File: src/rtl/model_scalar_float_arbiter_pkg.sv
// Shared types for the scalar float unit arbiter: FSM states and
// the round-robin pick used by model_round_robin_selector.
package model_ntm_arbiter_pkg;

    typedef enum logic [1:0] {
        IDLE,
        ISSUE,
        WAIT,
        DONE
    } arb_state_e;

    localparam int RR_MAX = 16;
    localparam int RR_IW  = 4;

    typedef struct packed {
        logic             found;
        logic [RR_IW-1:0] idx;
    } rr_sel_t;

    // First set bit of pending at or after pointer, wrapping at n.
    function automatic rr_sel_t rr_select(
        input logic [RR_MAX-1:0] pending,
        input logic [RR_IW-1:0]  pointer,
        input int                n
    );
        rr_sel_t r;
        int      k;
        r = '0;
        for (int i = 0; i < RR_MAX; i++) begin
            k = int'(pointer) + i;
            if (k >= n) begin
                k = k - n;
            end
            if (i < n && !r.found && pending[k[RR_IW-1:0]]) begin
                r.found = 1'b1;
                r.idx   = k[RR_IW-1:0];
            end
        end
        return r;
    endfunction

endpackage

File: src/rtl/model_scalar_float_arbiter_if.sv
// Requester and float-unit bus of the scalar float arbiter.
// slave: arbiter side; master: requesters plus the shared unit.
interface model_scalar_float_arbiter_if #(
    parameter int DATA_SIZE  = 64,
    parameter int REQUESTERS = 4
) ();

    localparam int GW = $clog2(REQUESTERS);

    logic [REQUESTERS-1:0]           REQ_START;
    logic [REQUESTERS*DATA_SIZE-1:0] REQ_DATA_A_IN;
    logic [REQUESTERS*DATA_SIZE-1:0] REQ_DATA_B_IN;
    logic [REQUESTERS-1:0]           REQ_READY;
    logic [DATA_SIZE-1:0]            REQ_DATA_OUT;
    logic [REQUESTERS-1:0]           REQ_PENDING;
    logic                            UNIT_START;
    logic                            UNIT_READY;
    logic [DATA_SIZE-1:0]            UNIT_DATA_A_OUT;
    logic [DATA_SIZE-1:0]            UNIT_DATA_B_OUT;
    logic [DATA_SIZE-1:0]            UNIT_DATA_IN;
    logic                            BUSY;
    logic [GW-1:0]                   GRANT;

    modport slave (
        input  REQ_START,
        input  REQ_DATA_A_IN,
        input  REQ_DATA_B_IN,
        output REQ_READY,
        output REQ_DATA_OUT,
        output REQ_PENDING,
        output UNIT_START,
        input  UNIT_READY,
        output UNIT_DATA_A_OUT,
        output UNIT_DATA_B_OUT,
        input  UNIT_DATA_IN,
        output BUSY,
        output GRANT
    );

    modport master (
        output REQ_START,
        output REQ_DATA_A_IN,
        output REQ_DATA_B_IN,
        input  REQ_READY,
        input  REQ_DATA_OUT,
        input  REQ_PENDING,
        input  UNIT_START,
        output UNIT_READY,
        input  UNIT_DATA_A_OUT,
        input  UNIT_DATA_B_OUT,
        output UNIT_DATA_IN,
        input  BUSY,
        input  GRANT
    );

endinterface

File: src/rtl/model_scalar_float_arbiter_selector.sv
// Combinational round-robin pick: first pending index at or after
// pointer_i. Ports: pending_i, pointer_i -> found_o, index_o.
module model_round_robin_selector
    import model_ntm_arbiter_pkg::*;
#(
    parameter int N  = 4,
    parameter int GW = $clog2(N)
) (
    input  logic [N-1:0]  pending_i,
    input  logic [GW-1:0] pointer_i,
    output logic          found_o,
    output logic [GW-1:0] index_o
);

    logic [RR_MAX-1:0] pend_w;
    logic [RR_IW-1:0]  ptr_w;
    rr_sel_t           sel;

    always_comb begin
        pend_w           = '0;
        pend_w[N-1:0]    = pending_i;
        ptr_w            = '0;
        ptr_w[GW-1:0]    = pointer_i;
        sel              = rr_select(pend_w, ptr_w, N);
    end

    // Range guard keeps the index legal for non-power-of-two N.
    assign found_o = sel.found && (32'(sel.idx) < N);
    assign index_o = sel.idx[GW-1:0];

endmodule

File: src/rtl/model_scalar_float_arbiter.sv
// Round-robin sequencer sharing one scalar float unit among requesters.
// Ports: CLK, RST (async active-low), bus (slave side of the arbiter bus).
module model_scalar_float_arbiter
    import model_ntm_arbiter_pkg::*;
#(
    parameter int DATA_SIZE    = 64,
    parameter int CONTROL_SIZE = 4,
    parameter int REQUESTERS   = 4
) (
    input logic                         CLK,
    input logic                         RST,
    model_scalar_float_arbiter_if.slave bus
);

    localparam int GW = $clog2(REQUESTERS);

    if (REQUESTERS < 2 || REQUESTERS > 16 || CONTROL_SIZE < 1) begin : g_bad_cfg
        $error("model_scalar_float_arbiter: unsupported parameters");
    end

    arb_state_e            state_q;
    logic [REQUESTERS-1:0] pend_q;
    logic [REQUESTERS-1:0] pend_d;
    logic [REQUESTERS-1:0] clr_d;
    logic [REQUESTERS-1:0] cap_d;
    logic [DATA_SIZE-1:0]  opa_q [REQUESTERS];
    logic [DATA_SIZE-1:0]  opb_q [REQUESTERS];
    logic [GW-1:0]         ptr_q;
    logic [GW-1:0]         ptr_d;
    logic [GW-1:0]         grant_q;
    logic                  ustart_q;
    logic [DATA_SIZE-1:0]  ua_q;
    logic [DATA_SIZE-1:0]  ub_q;
    logic [REQUESTERS-1:0] rdy_q;
    logic [DATA_SIZE-1:0]  res_q;
    logic                  sel_found;
    logic [GW-1:0]         sel_idx;

    model_round_robin_selector #(
        .N  (REQUESTERS),
        .GW (GW)
    ) u_sel (
        .pending_i (pend_q),
        .pointer_i (ptr_q),
        .found_o   (sel_found),
        .index_o   (sel_idx)
    );

    // A request is accepted when its slot is free or is being
    // retired this cycle; a new START wins over the DONE clear.
    always_comb begin
        clr_d = '0;
        if (state_q == DONE) begin
            clr_d[grant_q] = 1'b1;
        end
        cap_d  = bus.REQ_START & (~pend_q | clr_d);
        pend_d = (pend_q & ~clr_d) | bus.REQ_START;
    end

    always_comb begin
        ptr_d = grant_q + GW'(1);
        if (grant_q == GW'(REQUESTERS - 1)) begin
            ptr_d = '0;
        end
    end

    always_ff @(posedge CLK or negedge RST) begin
        if (!RST) begin
            for (int i = 0; i < REQUESTERS; i++) begin
                opa_q[i] <= '0;
                opb_q[i] <= '0;
            end
        end else begin
            for (int i = 0; i < REQUESTERS; i++) begin
                if (cap_d[i]) begin
                    opa_q[i] <= bus.REQ_DATA_A_IN[i*DATA_SIZE +: DATA_SIZE];
                    opb_q[i] <= bus.REQ_DATA_B_IN[i*DATA_SIZE +: DATA_SIZE];
                end
            end
        end
    end

    always_ff @(posedge CLK or negedge RST) begin
        if (!RST) begin
            state_q  <= IDLE;
            pend_q   <= '0;
            ptr_q    <= '0;
            grant_q  <= '0;
            ustart_q <= 1'b0;
            ua_q     <= '0;
            ub_q     <= '0;
            rdy_q    <= '0;
            res_q    <= '0;
        end else begin
            pend_q   <= pend_d;
            ustart_q <= 1'b0;
            rdy_q    <= '0;
            unique case (state_q)
                IDLE: begin
                    if (sel_found) begin
                        grant_q  <= sel_idx;
                        ua_q     <= opa_q[sel_idx];
                        ub_q     <= opb_q[sel_idx];
                        ustart_q <= 1'b1;
                        state_q  <= ISSUE;
                    end
                end
                // UNIT_READY is not looked at here on purpose.
                ISSUE: begin
                    state_q <= WAIT;
                end
                WAIT: begin
                    if (bus.UNIT_READY) begin
                        res_q          <= bus.UNIT_DATA_IN;
                        rdy_q[grant_q] <= 1'b1;
                        state_q        <= DONE;
                    end
                end
                DONE: begin
                    ptr_q   <= ptr_d;
                    state_q <= IDLE;
                end
                default: begin
                    state_q <= IDLE;
                end
            endcase
        end
    end

    assign bus.REQ_READY       = rdy_q;
    assign bus.REQ_DATA_OUT    = res_q;
    assign bus.REQ_PENDING     = pend_q;
    assign bus.UNIT_START      = ustart_q;
    assign bus.UNIT_DATA_A_OUT = ua_q;
    assign bus.UNIT_DATA_B_OUT = ub_q;
    assign bus.BUSY            = (state_q != IDLE);
    assign bus.GRANT           = grant_q;

endmodule

File: src/flat_wrapper.sv
// flat-port wrapper written by rule: the top's interface ports become plain ports
module model_scalar_float_arbiter_flat import model_ntm_arbiter_pkg::*;
#(
    parameter int DATA_SIZE    = 64,
    parameter int CONTROL_SIZE = 4,
    parameter int REQUESTERS   = 4
)
  (CLK, RST, bus_REQ_START, bus_REQ_DATA_A_IN, bus_REQ_DATA_B_IN, bus_REQ_READY, bus_REQ_DATA_OUT, bus_REQ_PENDING, bus_UNIT_START, bus_UNIT_READY, bus_UNIT_DATA_A_OUT, bus_UNIT_DATA_B_OUT, bus_UNIT_DATA_IN, bus_BUSY, bus_GRANT);
  model_scalar_float_arbiter_if #(.DATA_SIZE(DATA_SIZE), .REQUESTERS(REQUESTERS)) bus_i ();
  input logic CLK;
  input logic RST;
  input wire logic [$bits(bus_i.REQ_START)-1:0] bus_REQ_START;
  input wire logic [$bits(bus_i.REQ_DATA_A_IN)-1:0] bus_REQ_DATA_A_IN;
  input wire logic [$bits(bus_i.REQ_DATA_B_IN)-1:0] bus_REQ_DATA_B_IN;
  output wire logic [$bits(bus_i.REQ_READY)-1:0] bus_REQ_READY;
  output wire logic [$bits(bus_i.REQ_DATA_OUT)-1:0] bus_REQ_DATA_OUT;
  output wire logic [$bits(bus_i.REQ_PENDING)-1:0] bus_REQ_PENDING;
  output wire logic [$bits(bus_i.UNIT_START)-1:0] bus_UNIT_START;
  input wire logic [$bits(bus_i.UNIT_READY)-1:0] bus_UNIT_READY;
  output wire logic [$bits(bus_i.UNIT_DATA_A_OUT)-1:0] bus_UNIT_DATA_A_OUT;
  output wire logic [$bits(bus_i.UNIT_DATA_B_OUT)-1:0] bus_UNIT_DATA_B_OUT;
  input wire logic [$bits(bus_i.UNIT_DATA_IN)-1:0] bus_UNIT_DATA_IN;
  output wire logic [$bits(bus_i.BUSY)-1:0] bus_BUSY;
  output wire logic [$bits(bus_i.GRANT)-1:0] bus_GRANT;
  assign bus_i.REQ_START = bus_REQ_START;
  assign bus_i.REQ_DATA_A_IN = bus_REQ_DATA_A_IN;
  assign bus_i.REQ_DATA_B_IN = bus_REQ_DATA_B_IN;
  assign bus_REQ_READY = bus_i.REQ_READY;
  assign bus_REQ_DATA_OUT = bus_i.REQ_DATA_OUT;
  assign bus_REQ_PENDING = bus_i.REQ_PENDING;
  assign bus_UNIT_START = bus_i.UNIT_START;
  assign bus_i.UNIT_READY = bus_UNIT_READY;
  assign bus_UNIT_DATA_A_OUT = bus_i.UNIT_DATA_A_OUT;
  assign bus_UNIT_DATA_B_OUT = bus_i.UNIT_DATA_B_OUT;
  assign bus_i.UNIT_DATA_IN = bus_UNIT_DATA_IN;
  assign bus_BUSY = bus_i.BUSY;
  assign bus_GRANT = bus_i.GRANT;
  model_scalar_float_arbiter #(.DATA_SIZE(DATA_SIZE), .CONTROL_SIZE(CONTROL_SIZE), .REQUESTERS(REQUESTERS)) u_core (.CLK(CLK), .RST(RST), .bus(bus_i));
endmodule
File: config.mk
export PLATFORM = sky130hd
export DESIGN_NAME = model_scalar_float_arbiter_flat
export DESIGN_NICKNAME = d
export VERILOG_FILES = /design/src/rtl/model_scalar_float_arbiter_pkg.sv /design/src/rtl/model_scalar_float_arbiter_if.sv /design/src/rtl/model_scalar_float_arbiter_selector.sv /design/src/rtl/model_scalar_float_arbiter.sv /design/src/flat_wrapper.sv
export SDC_FILE = /design/constraint.sdc
export NUM_CORES = 1
export LEC_CHECK = 0
export CAP_MARGIN = 20
export CORE_AREA = 2 2 307 309
export CTS_CLUSTER_DIAMETER = 100
export DETAILED_ROUTE_END_ITERATION = 7
export DIE_AREA = 0 0 309 311
export HOLD_SLACK_MARGIN = 0.06
export PLACE_DENSITY_LB_ADDON = 0.1
export SETUP_SLACK_MARGIN = 0.4
export SYNTH_ARGS = -nofsm -noshare
export SYNTH_HDL_FRONTEND = slang
export SYNTH_SLANG_ARGS = --single-unit
File: constraint.sdc
create_clock -name CLK -period 2.4 [get_ports CLK]
set_input_delay 0.24 -clock CLK [delete_from_list [all_inputs] [get_ports CLK]]
set_output_delay 0.24 -clock CLK [all_outputs]
set_load 0.02 [all_outputs]
==> metrics.txt <==
outcome finished, violations left; violated checks setup timing; R2R Path Start u_core.ptr_q[0]$_DFFE_PN0P_; cell type with the largest total area after synthesis dfrtp_1; Placed Cells incl. Taps ~4100; H-tree depth 3; Clock transition at path regs approximately 0.060 ns; die height between 300 and 400 µm; Worst Setup Start Kind flop; CP required 2.89 ns; GRT Residual Overflow 0; reg2reg end u_core.bus.UNIT_DATA_A_OUT[59]$_DFFE_PN0P_; R2R Setup Slk -0.32 ns; Routed Antenna Nets 0; synthesized area slightly above 30000 µm²; drt pass-1 iters 5; fin nets roughly 3600; Synth Warn # 0; asr flop ratio synth 1.00; fin crit period around 2.7 ns; P_leak between 0.02 and 0.025 µW; die width between 300 and 400 µm; Post-synth EDFFs 0; area of the multi-input gates 12900 µm²; final non-filler cell total roughly 4300; clk_lat worst skew 0.63 ns; grt met2 use 0.369; Starting Density 0.333; Top FF cell, synth dfrtp_1; met3 Use GR 0.0667; Layout area overhead 51.1%; busiest metal layer after global routing met2; GR Util All Layers 0.217; net count after synthesis 2622; # fillers 7990; Num CTS Buffers 83; share of Yosys cell area claimed by the top area cell type 0.583; VDD IR-drop max 780 µV; crit path DAT about 3.2 ns; final setup vio count ~130; final period utilization 1.13; root buffer cell clkbuf_16; Worst-Margin Slew ~0.62 ns; Longest Clk Path Bufs 3; row cnt roughly 110; Iter 0 DRT Violations 762; first-pass GRT wire length 155000 µm; hold slack ~0.15 ns; Area contributors post-synth dfrtp_1, mux2_2, mux2i_1, o221ai_2, nand2_1; CTS Sinks between 700 and 800; vias in the first global route roughly 23000; detailed placement HPWL approximately 76000 µm; port bufs 786; Worst Clk Skew around 0.023 ns; synth unique cells 42; #FFs+latches synth around 720; M1 GR Usage 0.253; Final WS setup -0.316 ns; final wirelength 112000 µm; Core Box Area a little over 90000 µm²; GP Congestion 0.846; layout cells sized above 1 0.387; post-DR vias/cell 4.87; register area share after synthesis 0.583; CTS tree yes; HP Class primary input to async pin; CP endpoint kind flop; DRC Markers 0; RSZ-0062 raised after global routing true; num ports ~790; Placed Area about 41000 µm²; Mapped Cells roughly 2000; Pwr Total 67300 µW; largest net degree at the start of global routing 84; register area between 15000 and 20000 µm²; Die ar. 96100 µm²; Slew HR 0.590; FMAX 0.368 GHz; R2R cell count 11; routed len/inst 26.0 µm; initial antenna violation count 48; Mapped Avg Cell Area approximately 15 µm²; Crit Path Class flop to flop; Cell Pwr Density about 1400 nW/µm²; Final Cell Area 46600 µm²; max-slew violations 0; Final Hold Fails 0; routed via count about 21000; Worst Path Max Fanout 8; Max Cap Violations 0
==> per-layer routing <==
layer	part of all wire	wire length, µm	up-vias
met5	0.0025	276	-
met4	0.034	3820	42
met3	0.068	7610	217
met2	0.51	56900	631
met1	0.39	43400	10800
li1	-	-	9355
==> logic make-up (layout without fill, tap and decap cells) <==
logic type      after synthesis  after routing  synth area share
mux                         842            842             0.297
flops                       719            719             0.583
simple gates                163            164            0.0210
compound gates              149            149            0.0637
buf+inv                     144           1149            0.0306
fa+ha+maj                    11             11           0.00446
other cells                   0             24                 0
==> timing repair <==
| action | CTS | global route |
|---|---|---|
| pin swaps | 11 | 22 |
| gates resized for setup | 111 | 171 |
| buffers inserted | 18 | 23 |
| hold endpoints to repair | 346 | 0 |
| gates cloned | 9 | 31 |
| hold buffers | 1 | 0 |
| setup endpoints to repair | 318 | 583 |
==> cell usage in the layout (no fill, tap or decap), types with 3 or more instances in the layout <==
cell type,instances
diode_2,24
clkdlybuf4s50_1,770
nand2_1,110
clkinv_2,9
buf_8,5
and3_1,4
buf_6,22
clkbuf_1,16
nand2b_1,4
dlymetal6s2s_1,9
dlygate4sd2_1,4
clkinvlp_4,5
mux2_2,578
mux2i_1,182
o221ai_2,115
mux2i_4,34
nand2_8,5
clkbuf_16,111
nand2_4,18
clkbuf_8,19
mux2_4,3
nor2_1,4
buf_16,29
bufinv_16,8
inv_1,5
ha_1,7
buf_12,51
nand2_2,14
o221ai_1,11
dfrtp_1,718
mux2i_2,43
buf_4,76
==> worst max-delay path by stage <==
stage,cells after the start,start,endpoint
2_1_floorplan,12,u_core.ptr_q[0]$_DFFE_PN0P_,u_core.bus.UNIT_DATA_B_OUT[43]$_DFFE_PN0P_
3_3_place_gp,9,u_core.ptr_q[0]$_DFFE_PN0P_,u_core.bus.UNIT_DATA_B_OUT[22]$_DFFE_PN0P_
3_5_place_dp,11,u_core.ptr_q[0]$_DFFE_PN0P_,u_core.bus.UNIT_DATA_A_OUT[50]$_DFFE_PN0P_
4_1_cts,11,u_core.ptr_q[0]$_DFFE_PN0P_,u_core.bus.UNIT_DATA_B_OUT[17]$_DFFE_PN0P_
5_1_grt,10,u_core.ptr_q[0]$_DFFE_PN0P_,u_core.bus.UNIT_DATA_B_OUT[17]$_DFFE_PN0P_
6_report,11,u_core.ptr_q[0]$_DFFE_PN0P_,u_core.bus.UNIT_DATA_A_OUT[59]$_DFFE_PN0P_
==> per-stage QoR <==
| step | util | worst slack [ns] | TNS (ns) |
|---|---|---|---|
| after floorplan | - | -0.135 | -15.17 |
| after global placement | 0.444 | -0.178 | -16.81 |
| after detailed placement | 0.444 | -0.272 | -24.12 |
| after CTS | 0.483 | -0.221 | -22.72 |
| after global routing | 0.503 | -0.391 | -41.12 |
| final | 0.503 | -0.316 | -27.24 |
==> synth_stat cells, drive strengths merged, types with 2 or more instances <==
library cell  instances
buf                  73
nor2                  5
inv                   9
mux2i               259
ha                   11
clkbuf               62
o22ai                 2
a21oi                 2
a21o                  3
mux2                582
nor3                  2
nand2               146
o21ai                 5
o221ai              128
and3                  4
nand2b                4
dfrtp               719
==> registers in the layout (all words and copies together) (netlist names), 4 cells and up <==
register and flops:
u_core.bus.REQ_READY 4, u_core.opb_q 256, u_core.bus.REQ_DATA_OUT 64, u_core.bus.REQ_PENDING 4, u_core.opa_q 256, u_core.bus.UNIT_DATA_B_OUT 64, u_core.bus.UNIT_DATA_A_OUT 64
==> critical path: stages, from the launching register on <==
cell and delay, ns:
dfrtp_1 0.41, buf_6 0.17, buf_4 0.13, mux4_2 0.55
nor2_2 0.21, o32ai_4 0.13, clkbuf_16 0.20, buf_12 0.13
clkbuf_16 0.16, buf_4 0.14, mux2i_1 0.23, o221ai_2 0.12
==> cell type report <==
class,count,share of cell area
Timing Repair Buffer,994,0.241
Tap cell,1254,0.0336
Sequential cell,719,0.386
Clock buffer,120,0.0525
Clock inverter,26,0.00767
Antenna cell,24,0.00129
Multi-Input combinational cell,1166,0.277
Inverter,9,0.000832
==> where the power goes <==
group | switching [µW] | internal (µW) | leakage, µW
Combinational | 14500 | 17800 | 0.0101
Clock | 5150 | 7920 | 0.00137
Sequential | 3830 | 18100 | 0.00885
Total | 23500 | 43800 | 0.0203
Power figures use the tool's default switching activity.
==> edit 1: new RTL, same flow settings <==
`DATA_SIZE` is set to 64 in 3 places; all go to 32.
--- a/src/rtl/model_scalar_float_arbiter_if.sv
+++ b/src/rtl/model_scalar_float_arbiter_if.sv
@@ -1,7 +1,7 @@
 // Requester and float-unit bus of the scalar float arbiter.
 // slave: arbiter side; master: requesters plus the shared unit.
 interface model_scalar_float_arbiter_if #(
-    parameter int DATA_SIZE  = 64,
+    parameter int DATA_SIZE  = 32,
     parameter int REQUESTERS = 4
 ) ();
 
--- a/src/rtl/model_scalar_float_arbiter.sv
+++ b/src/rtl/model_scalar_float_arbiter.sv
@@ -3,7 +3,7 @@
 module model_scalar_float_arbiter
     import model_ntm_arbiter_pkg::*;
 #(
-    parameter int DATA_SIZE    = 64,
+    parameter int DATA_SIZE    = 32,
     parameter int CONTROL_SIZE = 4,
     parameter int REQUESTERS   = 4
 ) (
--- a/src/flat_wrapper.sv
+++ b/src/flat_wrapper.sv
@@ -1,7 +1,7 @@
 // flat-port wrapper written by rule: the top's interface ports become plain ports
 module model_scalar_float_arbiter_flat import model_ntm_arbiter_pkg::*;
 #(
-    parameter int DATA_SIZE    = 64,
+    parameter int DATA_SIZE    = 32,
     parameter int CONTROL_SIZE = 4,
     parameter int REQUESTERS   = 4
 )
Interface: changed (6 resized); port bits go from 787 to 403. The function was not compared with the original's and may differ.
==> edit 1 against the original RTL <==
- the run still ends with setup timing left
- power shrank 50%
- core utilization shrank 24 points
- routed wire length shrank 44%
- final area shrank 47%
- sequential cell count shrank 352
- clock power shrank 45%
- setup slack gained 0.26 ns
- synthesized area shrank 50%
- critical path type unchanged
- critical endpoint is now u_core.bus.UNIT_DATA_A_OUT[28]
==> edit 1: results (changes against the original RTL) <==
| Metric | Value |
|---|---|
| Unique masters post-synth | `35 (-17%)` |
| Worst Path Arrival | `2.89 ns (-0.32 ns)` |
| Leak | `10.3 nW (-49%)` |
| Synth top cells by count | `dfrtp_1, mux2_2, mux2i_1` |
| Nets | `1865 (-48%)` |
| Share of cells above drive strength 1 | `30.7% (-8.0 points)` |
| IO buf count | `402 (-49%)` |
| Failing checks | `setup timing` |
| Worst-skew pair later-pin latency | `0.58 ns (-0.05 ns)` |
| Final Setup Violations | `43 (-67%)` |
| GP Congestion | `0.707 (-16%)` |
| Synth area leaders | `dfrtp_1, mux2_2, mux2i_1, mux2_1, o221ai_1` |
| First-pass GRT wire length | `86400 µm (-44%)` |
| Clock skew | `0.0159 ns (-0.00701 ns)` |
| Post-Synth Adder-Cell Area | `0.888% (+0.44 points)` |
| DRT iter0 DRCs | `376 (-51%)` |
| Initial antenna violation count | `9 (-81%)` |
| Outcome | `finished, violations left` |
| Htree depth | `2 (-1)` |
| Int Pwr | `22.2 mW (-49%)` |
| Seq/Total Area, Yosys | `59.3% (+0.95 points)` |
| GRT Total Usage | `12.3% (-9.5 points)` |
| Reg2reg end | `u_core.bus.UNIT_DATA_A_OUT[28]` |
| Compound-Gate Fraction of Synth Area | `4.42% (-1.9 points)` |
| Vias in the first global route | `12300 (-46%)` |
| Setup ws final | `-0.0567 ns (+0.259 ns)` |
| Syn Nets | `1371 (-48%)` |
| DP Wirelength | `40200 µm (-47%)` |
| Reg2Reg Depth | `10 (-1)` |
| DRT Wirelength | `62800 µm (-44%)` |
| Largest regs | `u_core.opa_q x128, u_core.opb_q x128` |
| Worst slew pin tran | `0.532 ns (-0.0840 ns)` |
| TritonRoute pass-1 iters | `6 (+1)` |
| Slowest CP cell | `dfrtp_2` |
| Worst VDD drop | `431 µV (-45%)` |
| Hold WS | `0.213 ns (+0.0611 ns)` |
| Synth Cell Area | `15500 µm² (-50%)` |
| R2R setup slack | `-0.06 ns (+0.26 ns)` |
| Slowest stage delay, CP | `0.43 ns (-0.12 ns)` |
| CTS buffer count | `48 (-42%)` |
| Top delay family on crit path | `compound AO/OA/AOI/OAI gates` |
| Total number of vias | `10800 (-48%)` |
| Total negative setup slack | `-1.11 ns (+26.13 ns)` |
| Fraction of synthesized area in multiplexers | `30.1% (+0.37 points)` |
| Largest net degree at the start of global routing | `66 (-21%)` |
| Placed cell area | `21700 µm² (-47%)` |
-- edit 1: how the worst min path moves through the flow --
| stage | end | cells past startpoint |
|---|---|---|
| CTS | u_core.opb_q[74] | 2 |
| global route | u_core.bus.UNIT_DATA_A_OUT[3] | 2 |
| finish | u_core.opa_q[99] | 2 |
| floorplan | u_core.bus.GRANT[0] | 0 |
| detailed placement | u_core.opb_q[106] | 1 |
| global placement | u_core.opb_q[106] | 1 |
-- edit 1: final cells by class --
type / instances / area (µm²)
flip-flops and latches: 367 / 9190
well taps: 1254 / 1570
inverters: 9 / 43.8
clock inverters: 9 / 97.6
fillers: 9623 / 68300
diodes: 6 / 15.0
multi-input cells: 622 / 6320
repair buffers: 511 / 5790
clock buffers: 78 / 1480
-- edit 1: metrics by stage --
stage | utilization [%] | worst slack [ns] | instances
2_1_floorplan | - | 0.0753 | 1065
3_3_place_gp | 23.4 | -0.0881 | 2721
3_5_place_dp | 23.4 | -0.139 | 2721
4_1_cts | 25.6 | -0.0609 | 2830
5_1_grt | 26.4 | -0.180 | 2854
6_report | 26.4 | -0.0567 | 2856
-- edit 1: cell families (layout without fill, tap and decap cells) --
logic type,Yosys count,after routing
AND/OR/NAND/NOR,100,100
AO/OA/AOI/OAI,84,84
flip-flops,367,367
other,0,6
buffers and inverters,76,607
multiplexers,427,427
adder cells (fa/ha/maj),11,11
-- edit 1: layer usage --
layer	GRT usage [%]	part of all wire (%)	vias up
li1	-	-	4895
met1	14.9	42	5577
met2	21.4	51	247
met3	2.62	4.4	88
met4	3.82	2.4	10
met5	0	0.11	-
-- edit 1: repair_timing --
action / CTS / global route
pin swaps: 10 / 13
cloned: 6 / 15
hold endpoints to repair: 159 / 0
hold buffers: 1 / 0
resized for setup: 52 / 68
setup buffers: 15 / 5
endpoints found under the setup margin: 130 / 214
-- edit 1: worst register-to-register path: stages (launching register included) --
cell and delay [ns]:
dfrtp_2 0.43, clkinv_4 0.07, ha_4 0.30, mux4_2 0.32, o21bai_4 0.19, a31o_4 0.28
buf_12 0.16, buf_4 0.17, buf_8 0.12, mux2i_1 0.16, o221ai_1 0.13
-- edit 1: power by group through the flow --
stage          combinational (mW)  sequential (mW)  clock, mW
2_1_floorplan                7.28             11.4          0
5_1_grt                      16.8             11.4       7.83
6_report                     15.7             11.0       7.23
4_1_cts                      14.5             11.0       7.58
3_3_place_gp                 13.0             11.1          0
3_5_place_dp                 13.2             11.0          0
==> edit 2: new RTL, same settings <==
Without the edit above. Re-encode `arb_state_e` (4 states) as one-hot, 4 bits wide.
--- a/src/rtl/model_scalar_float_arbiter_pkg.sv
+++ b/src/rtl/model_scalar_float_arbiter_pkg.sv
@@ -2,11 +2,11 @@
 // the round-robin pick used by model_round_robin_selector.
 package model_ntm_arbiter_pkg;
 
-    typedef enum logic [1:0] {
-        IDLE,
-        ISSUE,
-        WAIT,
-        DONE
+    typedef enum logic [3:0] {
+        IDLE  = 4'b0001,
+        ISSUE = 4'b0010,
+        WAIT  = 4'b0100,
+        DONE  = 4'b1000
     } arb_state_e;
 
     localparam int RR_MAX = 16;
Behaviour: no difference found for any inputs over 4 cycles, from zero or initial values and one cycle with RST low; so few cycles prove little.
==> edit 2 against the original RTL <==
- the run still ends with setup timing left
- hold slack lost 0.059 ns
- critical path depth grew 1
- routed wire length grew 1.6%
- power shrank 27%
- combinational power shrank 40%
- final area grew 2.1%
- setup slack gained 0.14 ns
- critical endpoint is now u_core.bus.UNIT_DATA_A_OUT[28]
- first-iteration DRC count grew 41%
- non-clock buffer count grew 26
- count of clock-buffer cells in the layout grew 5
- sequential cell count grew 2
- global-route usage grew 0.72 points
- synthesized area is essentially flat
- sequential power shrank 25%
==> edit 2: results (changes against the original RTL) <==
| Metric | Value |
|---|---|
| Synth top cells by count | `dfrtp_1, mux2_2, nand2_1` |
| GRT Total Usage | `22.4% (+0.72 points)` |
| WL met3 | `6490 µm (-15%)` |
| Worst Path Arrival | `3.13 ns (-0.08 ns)` |
| Clock skew | `0.0267 ns (+0.00380 ns)` |
| TritonRoute pass-1 iters | `4 (-1)` |
| DRT Wirelength | `114000 µm (+1.6%)` |
| CTS buffer count | `85 (+2.4%)` |
| Total negative setup slack | `-15.22 ns (+12.03 ns)` |
| Slowest stage delay, CP | `0.45 ns (-0.10 ns)` |
| Filler cell count | `7932 (-0.73%)` |
| Fraction of area in clock buffers and inverters | `6.28% (+0.26 points)` |
| #MultiIn Comb | `1299 (+11%)` |
| Outcome | `finished, violations left` |
| NonClk Buf Share | `24.7% (+0.63 points)` |
| Met2 wire len | `59400 µm (+4.4%)` |
| Setup ws final | `-0.176 ns (+0.139 ns)` |
| GR Layer Usage met3 | `6.29% (-0.38 points)` |
| P_sw | `16.4 mW (-30%)` |
| Vias per cell | `4.86 (-0.24%)` |
| Final Setup Violations | `128 (-2.3%)` |
| Failing checks | `setup timing` |
| Clk pwr | `13.7 mW (+5%)` |
| Flop pwr share | `33.3% (+0.7 points)` |
| Unique masters post-synth | `38 (-9.5%)` |
| Leak | `22.5 nW (+11%)` |
| Multi-input logic area | `13100 µm² (+1.5%)` |
| Slowest CP cell | `dfrtp_2` |
| Compound-Gate Fraction of Synth Area | `6.10% (-0.27 points)` |
| DRT iter0 DRCs | `1072 (+41%)` |
| Met2 capacity usage during global routing | `38.7% (+1.7 points)` |
| Total power after layout | `49.5 mW (-27%)` |
| Worst VDD drop | `588 µV (-25%)` |
| Max_slew headroom | `66.9% (+7.9 points)` |
| Non-clk bufs | `1020 (+2.6%)` |
| Largest net degree at the start of global routing | `65 (-23%)` |
| First-pass GRT wire length | `159000 µm (+2.7%)` |
| Clock buffer cells | `125 (+4.2%)` |
| Quantity of hold-fixing buffers added after cts | `2 (+1)` |
## edit 2: worst paths after layout
check | depth (start not counted) | end | from
hold / removal | 2 | u_core.opb_q[55] | RST
hold reg to reg | 2 | u_core.bus.REQ_DATA_OUT[44] | u_core.bus.REQ_DATA_OUT[44]
setup reg to reg | 12 | u_core.bus.UNIT_DATA_A_OUT[28] | u_core.ptr_q[0]
setup / recovery | 12 | u_core.bus.UNIT_DATA_A_OUT[28] | u_core.ptr_q[0]
max in group asynchronous | 4 | u_core.bus.UNIT_DATA_A_OUT[46] | RST
min in group CLK | 3 | u_core.bus.REQ_DATA_OUT[30] | bus_UNIT_DATA_IN[30]
## edit 2: kinds of logic (layout without fill, tap and decap cells)
family                     count (synthesis)  after routing
buffers and inverters                    152           1186
adders and majority gates                  7              7
AOI/OAI and AO/OA                        148            148
and+or+nand+nor                          367            367
DFF                                      721            721
muxes                                    777            777
other                                      0             26
